==> config.mk <==
export PLATFORM = sky130hd
export DESIGN_NAME = pc_fetch_sequencer
export DESIGN_NICKNAME = d
export VERILOG_FILES = /design/src/rtl/pc_fetch_sequencer.sv
export SDC_FILE = /design/constraint.sdc
export NUM_CORES = 1
export LEC_CHECK = 0
export ABC_AREA = 0
export BUFFER_PORTS_ARGS = -buffer_cell sky130_fd_sc_hd__buf_4
export CORE_MARGIN = 5
export CORE_UTILIZATION = 26
export DETAILED_ROUTE_END_ITERATION = 16
export GPL_TIMING_DRIVEN = 0
export HOLD_SLACK_MARGIN = 0.08
export PLACE_DENSITY = 0.45
export SETUP_SLACK_MARGIN = 0.3
export SLEW_MARGIN = 20
export SYNTH_ARGS = -nofsm -noshare
export SYNTH_HDL_FRONTEND = slang
export SYNTH_SLANG_ARGS = --single-unit
==> constraint.sdc <==
create_clock -name clk -period 2.65 [get_ports clk]
set_input_delay 0.1325 -clock clk [delete_from_list [all_inputs] [get_ports clk]]
set_output_delay 0.1325 -clock clk [all_outputs]
set_load 0.005 [all_outputs]
==> src/rtl/pc_fetch_sequencer.sv <==
`default_nettype none
// ============================================================================
// Module      : pc_fetch_sequencer
// Description : Owns the MIPS program counter. It fetches one instruction at
//               a time over a req/ack handshake, hands it to the datapath and
//               waits for it to retire. It then selects the next PC from the
//               sequential, branch, jump or exception vector paths. Misaligned
//               fetches, fetch timeouts and external exceptions are trapped
//               at instruction boundaries.
// Ports       : clk/reset        - clock, synchronous active-high reset
//               o_imem_req       - fetch request, address is o_pc
//               i_imem_ack       - fetch acknowledge, i_imem_rdata valid now
//               i_imem_rdata     - fetched instruction word
//               o_pc             - current PC / fetch address
//               o_instr          - latched instruction
//               o_instr_valid    - one-cycle pulse, new o_instr available
//               i_exec_done      - datapath finished current instruction
//               i_stall          - hold PC update while executing
//               i_branch_taken   - branch resolved taken, to i_branch_target
//               i_jump           - unconditional jump, to i_jump_target
//               i_exc_req        - external exception request
//               o_epc            - PC of faulting/interrupted instruction
//               o_exc_cause      - 0 none, 1 misaligned, 2 timeout, 3 external
// Revision    : 1.0 - initial release
// ============================================================================
module pc_fetch_sequencer #(
  parameter logic [31:0] RESET_VECTOR = 32'h0040_0000,
  parameter logic [31:0] EXC_VECTOR   = 32'h8000_0180,
  parameter int          TIMEOUT      = 16
) (
  input  logic        clk,
  input  logic        reset,
  output logic        o_imem_req,
  input  logic        i_imem_ack,
  input  logic [31:0] i_imem_rdata,
  output logic [31:0] o_pc,
  output logic [31:0] o_instr,
  output logic        o_instr_valid,
  input  logic        i_exec_done,
  input  logic        i_stall,
  input  logic        i_branch_taken,
  input  logic [31:0] i_branch_target,
  input  logic        i_jump,
  input  logic [31:0] i_jump_target,
  input  logic        i_exc_req,
  output logic [31:0] o_epc,
  output logic [1:0]  o_exc_cause
);

  localparam int CNT_W = $clog2(TIMEOUT);
  localparam logic [CNT_W-1:0] c_CNT_LAST = CNT_W'(TIMEOUT - 1);

  localparam logic [1:0] c_ST_FETCH = 2'd0;
  localparam logic [1:0] c_ST_EXEC  = 2'd1;
  localparam logic [1:0] c_ST_TRAP  = 2'd2;

  localparam logic [1:0] c_CAUSE_NONE  = 2'd0;
  localparam logic [1:0] c_CAUSE_ALIGN = 2'd1;
  localparam logic [1:0] c_CAUSE_TMO   = 2'd2;
  localparam logic [1:0] c_CAUSE_EXT   = 2'd3;

  logic [1:0]       r_state;
  logic [1:0]       w_next_state;
  logic [31:0]      r_pc;
  logic [31:0]      r_instr;
  logic             r_instr_valid;
  logic [31:0]      r_epc;
  logic [1:0]       r_exc_cause;
  logic [1:0]       r_pend_cause;   // cause captured on the way into TRAP
  logic [CNT_W-1:0] r_cnt;

  logic w_aligned;
  logic w_timeout;
  logic w_retire;

  assign w_aligned = (r_pc[1:0] == 2'b00);
  assign w_timeout = (r_cnt == c_CNT_LAST);
  assign w_retire  = i_exec_done && !i_stall;

  // State register
  always_ff @(posedge clk) begin
    if (reset) begin
      r_state <= c_ST_FETCH;
    end else begin
      r_state <= w_next_state;
    end
  end

  // Next-state logic
  always_comb begin
    w_next_state = r_state;
    case (r_state)
      c_ST_FETCH: begin
        if (!w_aligned) begin
          w_next_state = c_ST_TRAP;
        end else if (i_imem_ack) begin
          w_next_state = c_ST_EXEC;   // ack on the last cycle beats timeout
        end else if (w_timeout) begin
          w_next_state = c_ST_TRAP;
        end
      end
      c_ST_EXEC: begin
        if (w_retire) begin
          w_next_state = i_exc_req ? c_ST_TRAP : c_ST_FETCH;
        end
      end
      c_ST_TRAP: w_next_state = c_ST_FETCH;
      default:   w_next_state = c_ST_FETCH;
    endcase
  end

  // Output decode: a misaligned PC never reaches the bus
  always_comb begin
    o_imem_req = (r_state == c_ST_FETCH) && w_aligned;
  end

  // PC, instruction latch, timeout counter and trap bookkeeping
  always_ff @(posedge clk) begin
    if (reset) begin
      r_pc          <= RESET_VECTOR;
      r_instr       <= 32'h0;
      r_instr_valid <= 1'b0;
      r_epc         <= 32'h0;
      r_exc_cause   <= c_CAUSE_NONE;
      r_pend_cause  <= c_CAUSE_NONE;
      r_cnt         <= '0;
    end else begin
      r_instr_valid <= 1'b0;
      case (r_state)
        c_ST_FETCH: begin
          if (!w_aligned) begin
            r_pend_cause <= c_CAUSE_ALIGN;
          end else if (i_imem_ack) begin
            r_instr       <= i_imem_rdata;
            r_instr_valid <= 1'b1;
            r_cnt         <= '0;
          end else if (w_timeout) begin
            r_pend_cause <= c_CAUSE_TMO;
            r_cnt        <= '0;
          end else begin
            r_cnt <= r_cnt + 1'b1;
          end
        end
        c_ST_EXEC: begin
          if (w_retire) begin
            if (i_exc_req) begin
              r_pend_cause <= c_CAUSE_EXT;   // pc kept so it lands in epc
            end else if (i_jump) begin
              r_pc <= i_jump_target;
            end else if (i_branch_taken) begin
              r_pc <= i_branch_target;
            end else begin
              r_pc <= r_pc + 32'd4;          // wraps modulo 2^32
            end
          end
        end
        c_ST_TRAP: begin
          r_epc       <= r_pc;
          r_pc        <= EXC_VECTOR;
          r_exc_cause <= r_pend_cause;
        end
        default: ;
      endcase
    end
  end

  assign o_pc          = r_pc;
  assign o_instr       = r_instr;
  assign o_instr_valid = r_instr_valid;
  assign o_epc         = r_epc;
  assign o_exc_cause   = r_exc_cause;

endmodule
`default_nettype wire

==> results_dict.tcl <==
set metrics [dict create \
    result_of_the_run "finished clean" \
    detailed_place_hpwl_um 15900 \
    finalHoldWorstSlack_ns 0.109 \
    p_int_mw 3.25 \
    end_kind "flip-flop" \
    pwr-share-seq_pct 39.9 \
    boundaryPins 204 \
    core.rowCount 51 \
    final.fill_count 2062 \
    cts_max_level 3 \
    final_net_count 976 \
    synth.most_common_cell "sky130_fd_sc_hd__dfxtp_1" \
    critical_path.startpoint_type "flip-flop" \
    wirelength_met1_um 9050 \
    cp.arrival_ns 2.51 \
    ctsRootBufferMaster "sky130_fd_sc_hd__clkbuf_16" \
    pwr-share-comb_pct 30.7 \
    dominantRegCellSynth "sky130_fd_sc_hd__dfxtp_1" \
    post_drt_wl_per_cell_um 18.3 \
    place_inst 1084 \
    synth_edf_count 0 \
    powerDensity_mw_per_mm2 635 \
    final.setup.tns_ns 0 \
    final_cell_area_sq_mm 0.00765 \
    ir_drop_v 0.000395 \
    share_of_cells_above_drive_strength_1_pct 29.1 \
    gp_routability_congestion 0.804 \
    maxSlewViolCount 0 \
    n_antenna_cell 0 \
    floorplan.initialDensity_pct 26.2 \
    syn_to_final_growth_pct 50.2 \
    layout_worst_path_cycle_share_pct 84.8 \
    route.detailed.drc 0 \
    fmax_mhz 445 \
    finish.utilization_pct 39.4 \
    first_global_vias 5548 \
    worst-endpoint-required_ns 2.91 \
    cts_made_buffers 9 \
    synth_largest_area_cell "sky130_fd_sc_hd__dfxtp_1" \
    drt-total-wl_um 20800 \
    final_critical_path_setup_slack_ns 0.404 \
    place_worst_setup_slack_ns 0.104 \
    grt_start_max_net_pins 19 \
    drtIter0Drc 338 \
    port_buffers 203 \
    fin_crit_ns 2.25 \
    synth-seq-cells 107 \
    route.top_layer_used "met4" \
    power_frac_clock_pct 29.4 \
    worst_pin_slew_ns 0.774 \
    clk_latency_ns 0.35 \
    post_synth.cell_area_avg_sq_um 8.26 \
    placement.cell_area_sq_mm 0.00695 \
    floorplan.die_area_sq_mm 0.0225 \
    synthesized_net_count 725 \
    power.share.switching_pct 33.0 \
    tritoncts "built" \
    yosysWarningCount 0 \
    detailedRoute.firstPassIterationCount 5 \
    finalSetupViolations 0 \
    yosys-top-cells-area "sky130_fd_sc_hd__dfxtp_1 (42%), sky130_fd_sc_hd__mux2i_1 (8.3%), sky130_fd_sc_hd__nand2_1 (6.3%)" \
    syn_area_sq_mm 0.00509 \
    worst_setup_hold_path_clk_slew_ns 0.08 \
    groute.usage.overall_pct 17.8 \
    synth-async-reset-ratio_pct 0 \
    area_of_the_core_sq_mm 0.0194 \
    critical_path_class "flip-flop to flip-flop" \
    vias_per_cell 5.02 \
    die_x_um 150 \
    finClkSkew_ns 0.0133 \
    cts_num_sinks 107 \
    rsz_0062_raised_after_global_routing "yes" \
    worst_hold_path_type "input pin to flip-flop" \
    stdcell_count 1137 \
    synthDominantCellAreaShare_pct 42.1 \
    detailroute.wirelength.met2_um 9900 \
    max_cap_viol_count 0 \
    timing.final.hold_violations 0 \
    net-switching-power_mw 1.60 \
    yosysUniqueCellTypes 64 \
    grt_antenna_before_repair 0 \
    cellLeakagePower_nw 3.16 \
    chipHeight_um 150 \
    synth.yosys.seq_area_share_pct 42.1 \
    vias 5709 \
    cts.path.max_buffers 2 \
    yosys-top-cells-count "sky130_fd_sc_hd__dfxtp_1 (107), sky130_fd_sc_hd__nand2_1 (86), sky130_fd_sc_hd__nor2_1 (69)" \
    biggest_fanout_along_the_worst_timing_path 10 \
    power_mw 4.85 \
    syn_inst 616 \
    global_route_wire_length_before_repair_um 31100 \
    drtAntennaViolNets 0 \
    global_route.overflow_total 0 \
    worst_slew_slack_as_a_fraction_of_its_limit_pct 47.9 \
    dr_wl_met3_um 1400 \
]
[logic make-up (layout without fill, tap and decap cells)]
| family | after synthesis | in the layout | synth area share (%) |
|---|---|---|---|
| xor+xnor | 8 | 8 | 1.38 |
| fa+ha+maj | 5 | 5 | 1.23 |
| buf+inv | 59 | 315 | 4.64 |
| mux | 44 | 44 | 8.70 |
| compound gates | 161 | 161 | 20.6 |
| flops | 107 | 107 | 42.1 |
| simple gates | 232 | 232 | 21.3 |
[final timing paths]
path              slack [ns]                  endpoint  depth (start not counted)                      from
setup / recovery        0.40     o_pc[29]$_SDFFE_PP0P_                          9   r_state[0]$_SDFFE_PP0P_
hold / removal          0.11     o_pc[10]$_SDFFE_PP0P_                          3         i_jump_target[10]
setup reg to reg        0.40     o_pc[29]$_SDFFE_PP0P_                          9   r_state[0]$_SDFFE_PP0P_
hold reg to reg         0.46  o_instr[31]$_SDFFE_PP0P_                          2  o_instr[31]$_SDFFE_PP0P_
[sequential cells by signal, indices dropped and copies added (netlist names)]
register / count
o_pc: 32
r_cnt: 4
o_instr_valid: 1
r_state: 2
r_pend_cause: 2
o_epc: 32
o_instr: 32
o_exc_cause: 2
[cell type report]
cell class | instances | area [sq um] | area share [%]
multi-input cells | 450 | 2730 | 35.7
flip-flops and latches | 107 | 2140 | 28.0
repair buffers | 240 | 1890 | 24.7
well taps | 265 | 332 | 4.34
clock buffers | 10 | 239 | 3.12
plain buffers | 44 | 193 | 2.52
clock inverters | 6 | 71.3 | 0.933
inverters | 15 | 56.3 | 0.736
[metal layers]
| metal | up-vias | global-route usage (%) |
|---|---|---|
| met2 | 220 | 29.9 |
| met4 | 0 | 5.99 |
| li1 | 2726 | - |
| met1 | 2736 | 23.0 |
| met3 | 27 | 3.21 |
| met5 | - | 0 |
[power by group through the flow]
| stage | logic, mW | clock network, mW | registers (mW) |
|---|---|---|---|
| 6_report | 1.49 | 1.43 | 1.93 |
| 5_1_grt | 1.65 | 1.53 | 1.96 |
| 4_1_cts | 1.50 | 1.48 | 1.93 |
| 3_5_place_dp | 1.45 | 0 | 1.97 |
| 3_3_place_gp | 1.43 | 0 | 1.97 |
| 2_1_floorplan | 0.806 | 0 | 1.94 |
[critical path, stage by stage, from the launching register on]
cell	delay [ns]
sky130_fd_sc_hd__dfxtp_1	0.34
sky130_fd_sc_hd__inv_1	0.08
sky130_fd_sc_hd__ha_1	0.19
sky130_fd_sc_hd__buf_2	0.20
sky130_fd_sc_hd__nand2b_1	0.19
sky130_fd_sc_hd__or2_1	0.23
sky130_fd_sc_hd__buf_2	0.22
sky130_fd_sc_hd__nor2_4	0.29
sky130_fd_sc_hd__o221ai_1	0.22
sky130_fd_sc_hd__o22ai_1	0.21
[cell usage in the layout, fill, tap and decap left out, types with 6 or more instances in the layout]
cell	instances
sky130_fd_sc_hd__clkbuf_2	9
sky130_fd_sc_hd__a211oi_1	7
sky130_fd_sc_hd__mux2i_1	42
sky130_fd_sc_hd__dlygate4sd3_1	34
sky130_fd_sc_hd__nand3_1	17
sky130_fd_sc_hd__nor2_1	69
sky130_fd_sc_hd__clkbuf_16	9
sky130_fd_sc_hd__nand4_1	11
sky130_fd_sc_hd__clkbuf_1	22
sky130_fd_sc_hd__o22ai_1	22
sky130_fd_sc_hd__dfxtp_1	106
sky130_fd_sc_hd__buf_4	206
sky130_fd_sc_hd__o31ai_1	6
sky130_fd_sc_hd__a22oi_1	8
sky130_fd_sc_hd__xor2_1	6
sky130_fd_sc_hd__inv_1	14
sky130_fd_sc_hd__nand2_1	86
sky130_fd_sc_hd__buf_2	7
sky130_fd_sc_hd__nor3_1	13
sky130_fd_sc_hd__a21oi_1	56
sky130_fd_sc_hd__o21ai_0	20
[repair_timing]
item                                    4_1_cts  5_1_grt
setup buffers                                 3        0
endpoints found under the setup margin       14       70
gates resized for setup                       4       13
pin swaps                                     1        0
hold endpoints to repair                     33        0
hold buffers                                 34        0
gates cloned                                  0        0
(Power assumes the default switching activity.)
